===== src/rtl/m20k_pkg.sv =====
// Shared types and defaults for the M20K port controller.
// M20K_PORT_STATS_EN enables the statistics counters.
package m20k_pkg;

    localparam int M20K_ADDR_W = 13;
    localparam int M20K_DATA_W = 2;
    localparam int STAT_W      = 16;

    typedef struct packed {
        logic                   we;
        logic [M20K_ADDR_W-1:0] addr;
        logic [M20K_DATA_W-1:0] wdata;
        logic [M20K_DATA_W-1:0] wem;
    } m20k_req_t;

    typedef struct packed {
        logic [STAT_W-1:0] rd;
        logic [STAT_W-1:0] wr;
        logic [STAT_W-1:0] stall;
    } m20k_stats_t;

    // Saturating increment; counters stick at all-ones.
    function automatic logic [STAT_W-1:0] sat_inc(input logic [STAT_W-1:0] v, input logic en);
        return (en && (v != {STAT_W{1'b1}})) ? v + STAT_W'(1) : v;
    endfunction

endpackage


===== src/rtl/m20k_rsp_fifo.sv =====
// Circular response buffer: registered storage, combinational head, occupancy count.
module m20k_rsp_fifo #(
    parameter  int DATA_W    = 2,
    parameter  int RSP_DEPTH = 3,
    localparam int PTR_W     = (RSP_DEPTH > 1) ? $clog2(RSP_DEPTH) : 1,
    localparam int CNT_W     = $clog2(RSP_DEPTH + 1)
) (
    input  logic              CLK,
    input  logic              RST,
    input  logic              push_i,
    input  logic [DATA_W-1:0] push_data_i,
    input  logic              pop_i,
    output logic [DATA_W-1:0] head_o,
    output logic [CNT_W-1:0]  count_o
);

    logic [DATA_W-1:0] store_q [RSP_DEPTH];
    logic [PTR_W-1:0]  wr_ptr_q, wr_ptr_d;
    logic [PTR_W-1:0]  rd_ptr_q, rd_ptr_d;
    logic [CNT_W-1:0]  count_q, count_d;
    logic              pop_ok;

    function automatic logic [PTR_W-1:0] wrap_inc(input logic [PTR_W-1:0] p);
        return (p == PTR_W'(RSP_DEPTH - 1)) ? '0 : p + PTR_W'(1);
    endfunction

    // Pop is ignored when empty so a stray request cannot corrupt the pointers.
    assign pop_ok = pop_i && (count_q != '0);

    always_comb begin
        wr_ptr_d = wr_ptr_q;
        rd_ptr_d = rd_ptr_q;
        count_d  = count_q;
        if (push_i) begin
            wr_ptr_d = wrap_inc(wr_ptr_q);
        end
        if (pop_ok) begin
            rd_ptr_d = wrap_inc(rd_ptr_q);
        end
        case ({push_i, pop_ok})
            2'b10:   count_d = count_q + CNT_W'(1);
            2'b01:   count_d = count_q - CNT_W'(1);
            default: count_d = count_q;
        endcase
    end

    always_ff @(posedge CLK or posedge RST) begin
        if (RST) begin
            wr_ptr_q <= '0;
            rd_ptr_q <= '0;
            count_q  <= '0;
        end else begin
            wr_ptr_q <= wr_ptr_d;
            rd_ptr_q <= rd_ptr_d;
            count_q  <= count_d;
        end
    end

    always_ff @(posedge CLK) begin
        if (push_i) begin
            store_q[wr_ptr_q] <= push_data_i;
        end
    end

    assign head_o  = store_q[rd_ptr_q];
    assign count_o = count_q;

endmodule


===== src/rtl/m20k_port_ctrl.sv =====
// Valid/ready front-end for one M20K port; turns 1-cycle read latency into a credited response stream.
// Optional statistics counters are enabled by M20K_PORT_STATS_EN.
module m20k_port_ctrl
    import m20k_pkg::*;
#(
    parameter int ADDR_W    = M20K_ADDR_W,
    parameter int DATA_W    = M20K_DATA_W,
    parameter int RSP_DEPTH = 3
) (
    input  logic              CLK,
    input  logic              RST,
    input  logic              req_valid,
    output logic              req_ready,
    input  logic              req_we,
    input  logic [ADDR_W-1:0] req_addr,
    input  logic [DATA_W-1:0] req_wdata,
    input  logic [DATA_W-1:0] req_wem,
    output logic              rsp_valid,
    input  logic              rsp_ready,
    output logic [DATA_W-1:0] rsp_data,
    output logic [ADDR_W-1:0] mem_a,
    output logic [DATA_W-1:0] mem_d,
    output logic              mem_ce,
    output logic              mem_we,
    output logic [DATA_W-1:0] mem_wem,
    input  logic [DATA_W-1:0] mem_q
`ifdef M20K_PORT_STATS_EN
    ,
    output logic [15:0]       stat_rd,
    output logic [15:0]       stat_wr,
    output logic [15:0]       stat_stall
`endif
);

    localparam int CNT_W = $clog2(RSP_DEPTH + 1);

    m20k_req_t        req_s;
    logic             inflight_q, inflight_d;
    logic [CNT_W-1:0] fifo_count;
    logic [CNT_W:0]   occ;
    logic             credit;
    logic             accept;
    logic             rd_acc;
    logic             pop;
    logic [DATA_W-1:0] head;

    assign req_s.we    = req_we;
    assign req_s.addr  = req_addr;
    assign req_s.wdata = req_wdata;
    assign req_s.wem   = req_wem;

    // Credits count both buffered data and the read whose Q arrives this cycle,
    // so the FIFO can never overflow and rsp_ready never reaches req_ready.
    assign occ       = (CNT_W + 1)'(fifo_count) + (CNT_W + 1)'(inflight_q);
    assign credit    = occ < (CNT_W + 1)'(RSP_DEPTH);
    assign req_ready = ~RST & (req_s.we | credit);
    assign accept    = req_valid & req_ready;
    assign rd_acc    = accept & ~req_s.we;

    assign mem_ce  = accept;
    assign mem_we  = req_s.we & ~RST;
    assign mem_a   = req_s.addr;
    assign mem_d   = req_s.wdata;
    assign mem_wem = req_s.wem;

    always_comb begin
        inflight_d = rd_acc;
    end

    always_ff @(posedge CLK or posedge RST) begin
        if (RST) begin
            inflight_q <= 1'b0;
        end else begin
            inflight_q <= inflight_d;
        end
    end

    assign rsp_valid = (fifo_count != '0);
    assign pop       = rsp_valid & rsp_ready;
    // Empty buffer presents zero rather than a stale entry.
    assign rsp_data  = rsp_valid ? head : '0;

    m20k_rsp_fifo #(
        .DATA_W    (DATA_W),
        .RSP_DEPTH (RSP_DEPTH)
    ) u_rsp_fifo (
        .CLK         (CLK),
        .RST         (RST),
        .push_i      (inflight_q),
        .push_data_i (mem_q),
        .pop_i       (pop),
        .head_o      (head),
        .count_o     (fifo_count)
    );

`ifdef M20K_PORT_STATS_EN
    m20k_stats_t stats_q, stats_d;
    logic        wr_acc;
    logic        stall;

    assign wr_acc = accept & req_s.we;
    assign stall  = req_valid & ~req_ready;

    always_comb begin
        stats_d       = stats_q;
        stats_d.rd    = sat_inc(stats_q.rd, rd_acc);
        stats_d.wr    = sat_inc(stats_q.wr, wr_acc);
        stats_d.stall = sat_inc(stats_q.stall, stall);
    end

    always_ff @(posedge CLK or posedge RST) begin
        if (RST) begin
            stats_q <= '0;
        end else begin
            stats_q <= stats_d;
        end
    end

    assign stat_rd    = stats_q.rd;
    assign stat_wr    = stats_q.wr;
    assign stat_stall = stats_q.stall;
`else
    // Statistics disabled: no counters and no stat ports.
`endif

endmodule


===== config.mk =====
export PLATFORM = sky130hd
export DESIGN_NAME = m20k_port_ctrl
export DESIGN_NICKNAME = d
export VERILOG_FILES = /design/src/rtl/m20k_pkg.sv /design/src/rtl/m20k_rsp_fifo.sv /design/src/rtl/m20k_port_ctrl.sv
export SDC_FILE = /design/constraint.sdc
export NUM_CORES = 1
export LEC_CHECK = 0
export CORE_MARGIN = 2
export CORE_UTILIZATION = 40
export CTS_BUF_LIST = sky130_fd_sc_hd__clkbuf_8
export DETAILED_ROUTE_END_ITERATION = 12
export PLACE_DENSITY = 0.85
export SYNTH_ARGS = -nofsm -noshare
export SYNTH_HDL_FRONTEND = slang
export SYNTH_SLANG_ARGS = --single-unit

===== constraint.sdc =====
create_clock -name CLK -period 3.8 [get_ports CLK]
set_input_delay 0.57 -clock CLK [delete_from_list [all_inputs] [get_ports CLK]]
set_output_delay 0.57 -clock CLK [all_outputs]
set_load 0.02 [all_outputs]

After elaboration in Yosys (flattened, before gate mapping)
Memory sizes are Yosys's and may differ from the RTL's.
Index checks and enable logic that the tools add are counted.
{"block": "totals", "reg_bits": 7, "ram_bits": 6, "output_inout_bits": 23, "word_cells": 32, "memories": 1}
{"block": "op_classes", "n_addsub": 5, "order_cmp": 1, "eq_ne": 4, "n_mux": 6, "bitwise_logic": 8, "reduce_logical": 3}
{"name": "u_rsp_fifo.store_q", "words": 3, "word_bits": 2, "read_ports": 1, "rd_ports_with_merged_regs": 0, "wr": 1, "line": "m20k_rsp_fifo.sv:17", "rtl": "logic [DATA_W-1:0] store_q [RSP_DEPTH];"}
{"cell": "adder 2 x 1 -> 2 bit (second input constant)", "count": 3}
{"cell": "equality test 2 bit (second input constant)", "count": 3}
{"cell": "two-way mux 2 bit", "count": 3}
{"cell": "bitwise AND 1 bit", "count": 5}
{"cell": "case mux 2 bit (2 select lines)", "count": 1}
{"cell": "nonzero test 2 bit", "count": 2}
{"cell": "adder 2 x 1 -> 3 bit", "count": 1}
{"cell": "< comparator 3 x 2 -> 1 bit (second input constant)", "count": 1}
{"cell": "equality test 2 x 1 -> 1 bit (second input constant)", "count": 1}
{"cell": "two-way mux 1 bit", "count": 2}
{"cell": "inverter 1 bit", "count": 2}
{"cell": "subtractor 2 x 1 -> 2 bit (second input constant)", "count": 1}
{"cell": "logical AND 1 bit", "count": 1}
{"cell": "OR 1 bit", "count": 1}

Logic depth before layout (Yosys ltp)
{"block": "logic_depth", "ltp_word": 6, "mapped_depth": 6, "mapped_depth_nobuf": 6}

By module
A second synthesis with hierarchy kept.
{"block": "unflattened", "hier_cells": 72, "area_unflattened_um2": 742.0}
{"mod": "m20k_rsp_fifo", "instances": 1, "cells_each": 39, "area_each_um2": 493.0}
{"mod": "m20k_port_ctrl", "instances": 1, "cells_each": 33, "area_each_um2": 249.0}

Worst setup path after synthesis
OpenSTA, ideal clock, no wires.
{"block": "synth_timing", "kind": "flip-flop to output port", "start": "register u_rsp_fifo.count_q[0], in the netlist u_rsp_fifo.count_o[0]", "end": "output port mem_ce", "arrival_ns": 1.395, "path_slack_ns": 1.835, "path_stages_with_launch": 6, "n_path_buf": 0, "cell_sequence": "dfrtp_1 ha_1 ha_1 a21oi_1 nor2_1 nor2_1"}
{"block": "synth_between", "elab_chain_cells": 5}
{"item": "start, declared", "line": "m20k_rsp_fifo.sv:20", "rtl": "logic [CNT_W-1:0] count_q, count_d;"}
{"item": "start signal, assigned", "line": "m20k_rsp_fifo.sv:55", "rtl": "count_q <= count_d;"}
{"item": "adder 2 x 1 -> 3 bit", "line": "m20k_port_ctrl.sv:54", "rtl": "assign occ = (CNT_W + 1)'(fifo_count) + (CNT_W + 1)'(inflight_q);"}
{"item": "< comparator 3 x 2 -> 1 bit", "line": "m20k_port_ctrl.sv:55", "rtl": "assign credit = occ < (CNT_W + 1)'(RSP_DEPTH);"}
{"item": "OR 1 bit", "line": "m20k_port_ctrl.sv:56", "rtl": "assign req_ready = ~RST & (req_s.we | credit);"}
{"item": "bitwise AND 1 bit", "line": "m20k_port_ctrl.sv:56"}
{"item": "bitwise AND 1 bit", "line": "m20k_port_ctrl.sv:57", "rtl": "assign accept = req_valid & req_ready;"}
{"item": "end, declared", "line": "m20k_port_ctrl.sv:23", "rtl": "output logic mem_ce,"}
No other way between the ends.

Worst setup path after layout
Ends and elaborated chain as after synthesis.

==> reports/qor.csv <==
metric;value;unit
antenna_left;0;
synth_seq_cells;13;
initial_core_util;42.2;%
synth_edf_count;6;
cp_max_fo;5;
status;finished clean;
path_delay_family;buffers and inverters;
cts-resized-gates;0;
core_area;1730;um^2
num_rows;15;
port_buffers;12;
slowest_stage;clkdlybuf4s50_1;
path_class;reg2out;
drc;0;
clock.fmax;366;MHz
path_cells;ha_1 -> ha_1 -> a21oi_1 -> nor2_1 -> nor2_1 -> clkdlybuf4s50_1;
arrival;2160;ps
hold_class;reg2reg;
grt_pass1_wl;1640;um
worst_slack;1070;ps
required;3230;ps
vias;419;
antenna_found_initial;0;
path_buf_inv;1;
cts_setup_buffers;0;
synthesis.area;728;um^2
grt_pass1_vias;384;
track_usage;11.5;%
num_antenna_cells;0;
power.density;686;nW/um^2
synth.avg_cell_area;10.7;um^2
synth.area.top_cells;edfxtp_1, dfrtp_1, buf_4, ha_1, nor2_1;
synth_top_cells_by_count;buf_4, nor2_1, dfrtp_1;
hold_violations;0;
synth-main-ff-cell;dfrtp_1;
cts_root_buffer;clkbuf_8;
grt_setup_unrepaired;false;
fillers;178;
critPathLaunchType;flip-flop;
synth-async-reset-ratio;53.8;%
yosysUniqueCellTypes;20;
synth_top_cell_by_area;edfxtp_1;
drt_pass1_iterations;5;
cellLeakagePower;0.352;nW
nets;95;
endpoint_kind;primary output;
drive_gt1_share;8.96;%
h-tree-depth;1;
post-place-ws;1110;ps
numCtsBuffers;3;
yosysMostFrequentCell;buf_4;
reg2reg_slack;2360;ps
fin_worst_skew;5.52;ps
grt_max_degree;9;
setup_viol;0;
relSlewSlack;80.5;%
period_needed;2730;ps
viasPerCell;4.55;
clockBufferDepth;2;
clkTransAtPathRegs;50;ps
reg2regPathDepth;5;
drv_cap;0;
wire_per_inst;12.3;um
rr_endpoint;u_rsp_fifo.count_o[1];
worst_pin_slew;293;ps
die_area;2180;um^2
rr_startpoint;u_rsp_fifo.count_o[0];
clk_latency;240;ps
synth_cells;68;
hold-path-cell-count;1;
wirelength;1130;um
max_stage_delay;610;ps
irDropWorstVdd;0.321;mV
synth_seq_area_share;48.8;%
min_from;u_rsp_fifo.wr_ptr_q[0];
fp.dieW;46.7;um
setup_tns;0;ps
multi_input_area;226;um^2
min_to;u_rsp_fifo.wr_ptr_q[0];
ctsHoldBuffers;0;
syn-num-nets;95;
gp_congestion;0.701;
drv_slew;0;
layout.area.seq;355;um^2
yosysWarningCount;0;
cts_sinks;13;
yosysTopAreaCellShare;24.7;%
area_growth;9.45;%
io_pins;47;
cts_tree;yes;
die_h;46.7;um
drtIter0Drc;2;
grt_overflow;0;
period_share;71.9;%
-- where the power goes --
part / internal [mW] / leakage (nW) / switching, mW
Clock: 0.0710 / 0.0269 / 0.0453
Combinational: 0.109 / 0.183 / 0.0943
Sequential: 0.184 / 0.142 / 0.0430
Total: 0.364 / 0.352 / 0.183
-- stage by stage --
step                instance area [um^2]  instances  hold slack [ps]  utilization (%)  power (mW)
floorplan                            728         68              381                -       0.384
global placement                     752         88              473             43.6       0.424
detailed placement                   752         88              490             43.6       0.435
CTS                                  797         92              502             46.2       0.553
global route                         797         92              535             46.2       0.582
finish                               797         92              508             46.2       0.547
-- per-layer routing --
layer	GRT usage [%]	part of all wire, %	vias up
met5	0	0	-
met4	8.89	0.88	0
met3	3.53	10	4
met2	17.2	47	17
met1	13.5	41	196
li1	-	-	202
-- kinds of logic after synthesis --
family / count (synthesis) / synth area share [%]
buffers and inverters: 22 / 20.1
AND/OR/NAND/NOR: 17 / 10.8
flip-flops: 13 / 48.8
AO/OA/AOI/OAI: 6 / 5.67
multiplexers: 4 / 5.84
XOR/XNOR: 3 / 3.61
adder cells (fa/ha/maj): 3 / 5.16
-- placed cells by master (no fill, tap or decap), types with 3 or more instances in the layout --
| master | n |
|---|---|
| a21o_1 | 3 |
| clkbuf_8 | 3 |
| clkdlybuf4s50_1 | 12 |
| dfrtp_1 | 7 |
| edfxtp_1 | 6 |
| ha_1 | 3 |
| inv_1 | 6 |
| nor2_1 | 9 |
-- area by class of cell --
class	instances	area share [%]
inverters	5	2.35
well taps	25	3.92
clock buffers	3	5.18
repair buffers	12	15.1
multi-input cells	33	28.4
clock inverters	1	0.471
flip-flops and latches	13	44.6
-- sequential cells by signal (all words and copies together) (netlist names) --
signal and cells:
u_rsp_fifo.store_q 6, u_rsp_fifo.count_o 2, u_rsp_fifo.rd_ptr_q 2, u_rsp_fifo.wr_ptr_q 2, inflight_q 1
-- how the worst max path moves through the flow --
stage	cells after the start	end	startpoint
after floorplan	5	mem_ce	u_rsp_fifo.count_o[0]
after global placement	5	mem_ce	RST
after detailed placement	5	mem_ce	RST
after CTS	6	mem_ce	u_rsp_fifo.count_o[0]
after global routing	6	mem_ce	u_rsp_fifo.count_o[0]
final	6	mem_ce	u_rsp_fifo.count_o[0]
Note: power is estimated with default switching activity, not from simulation.
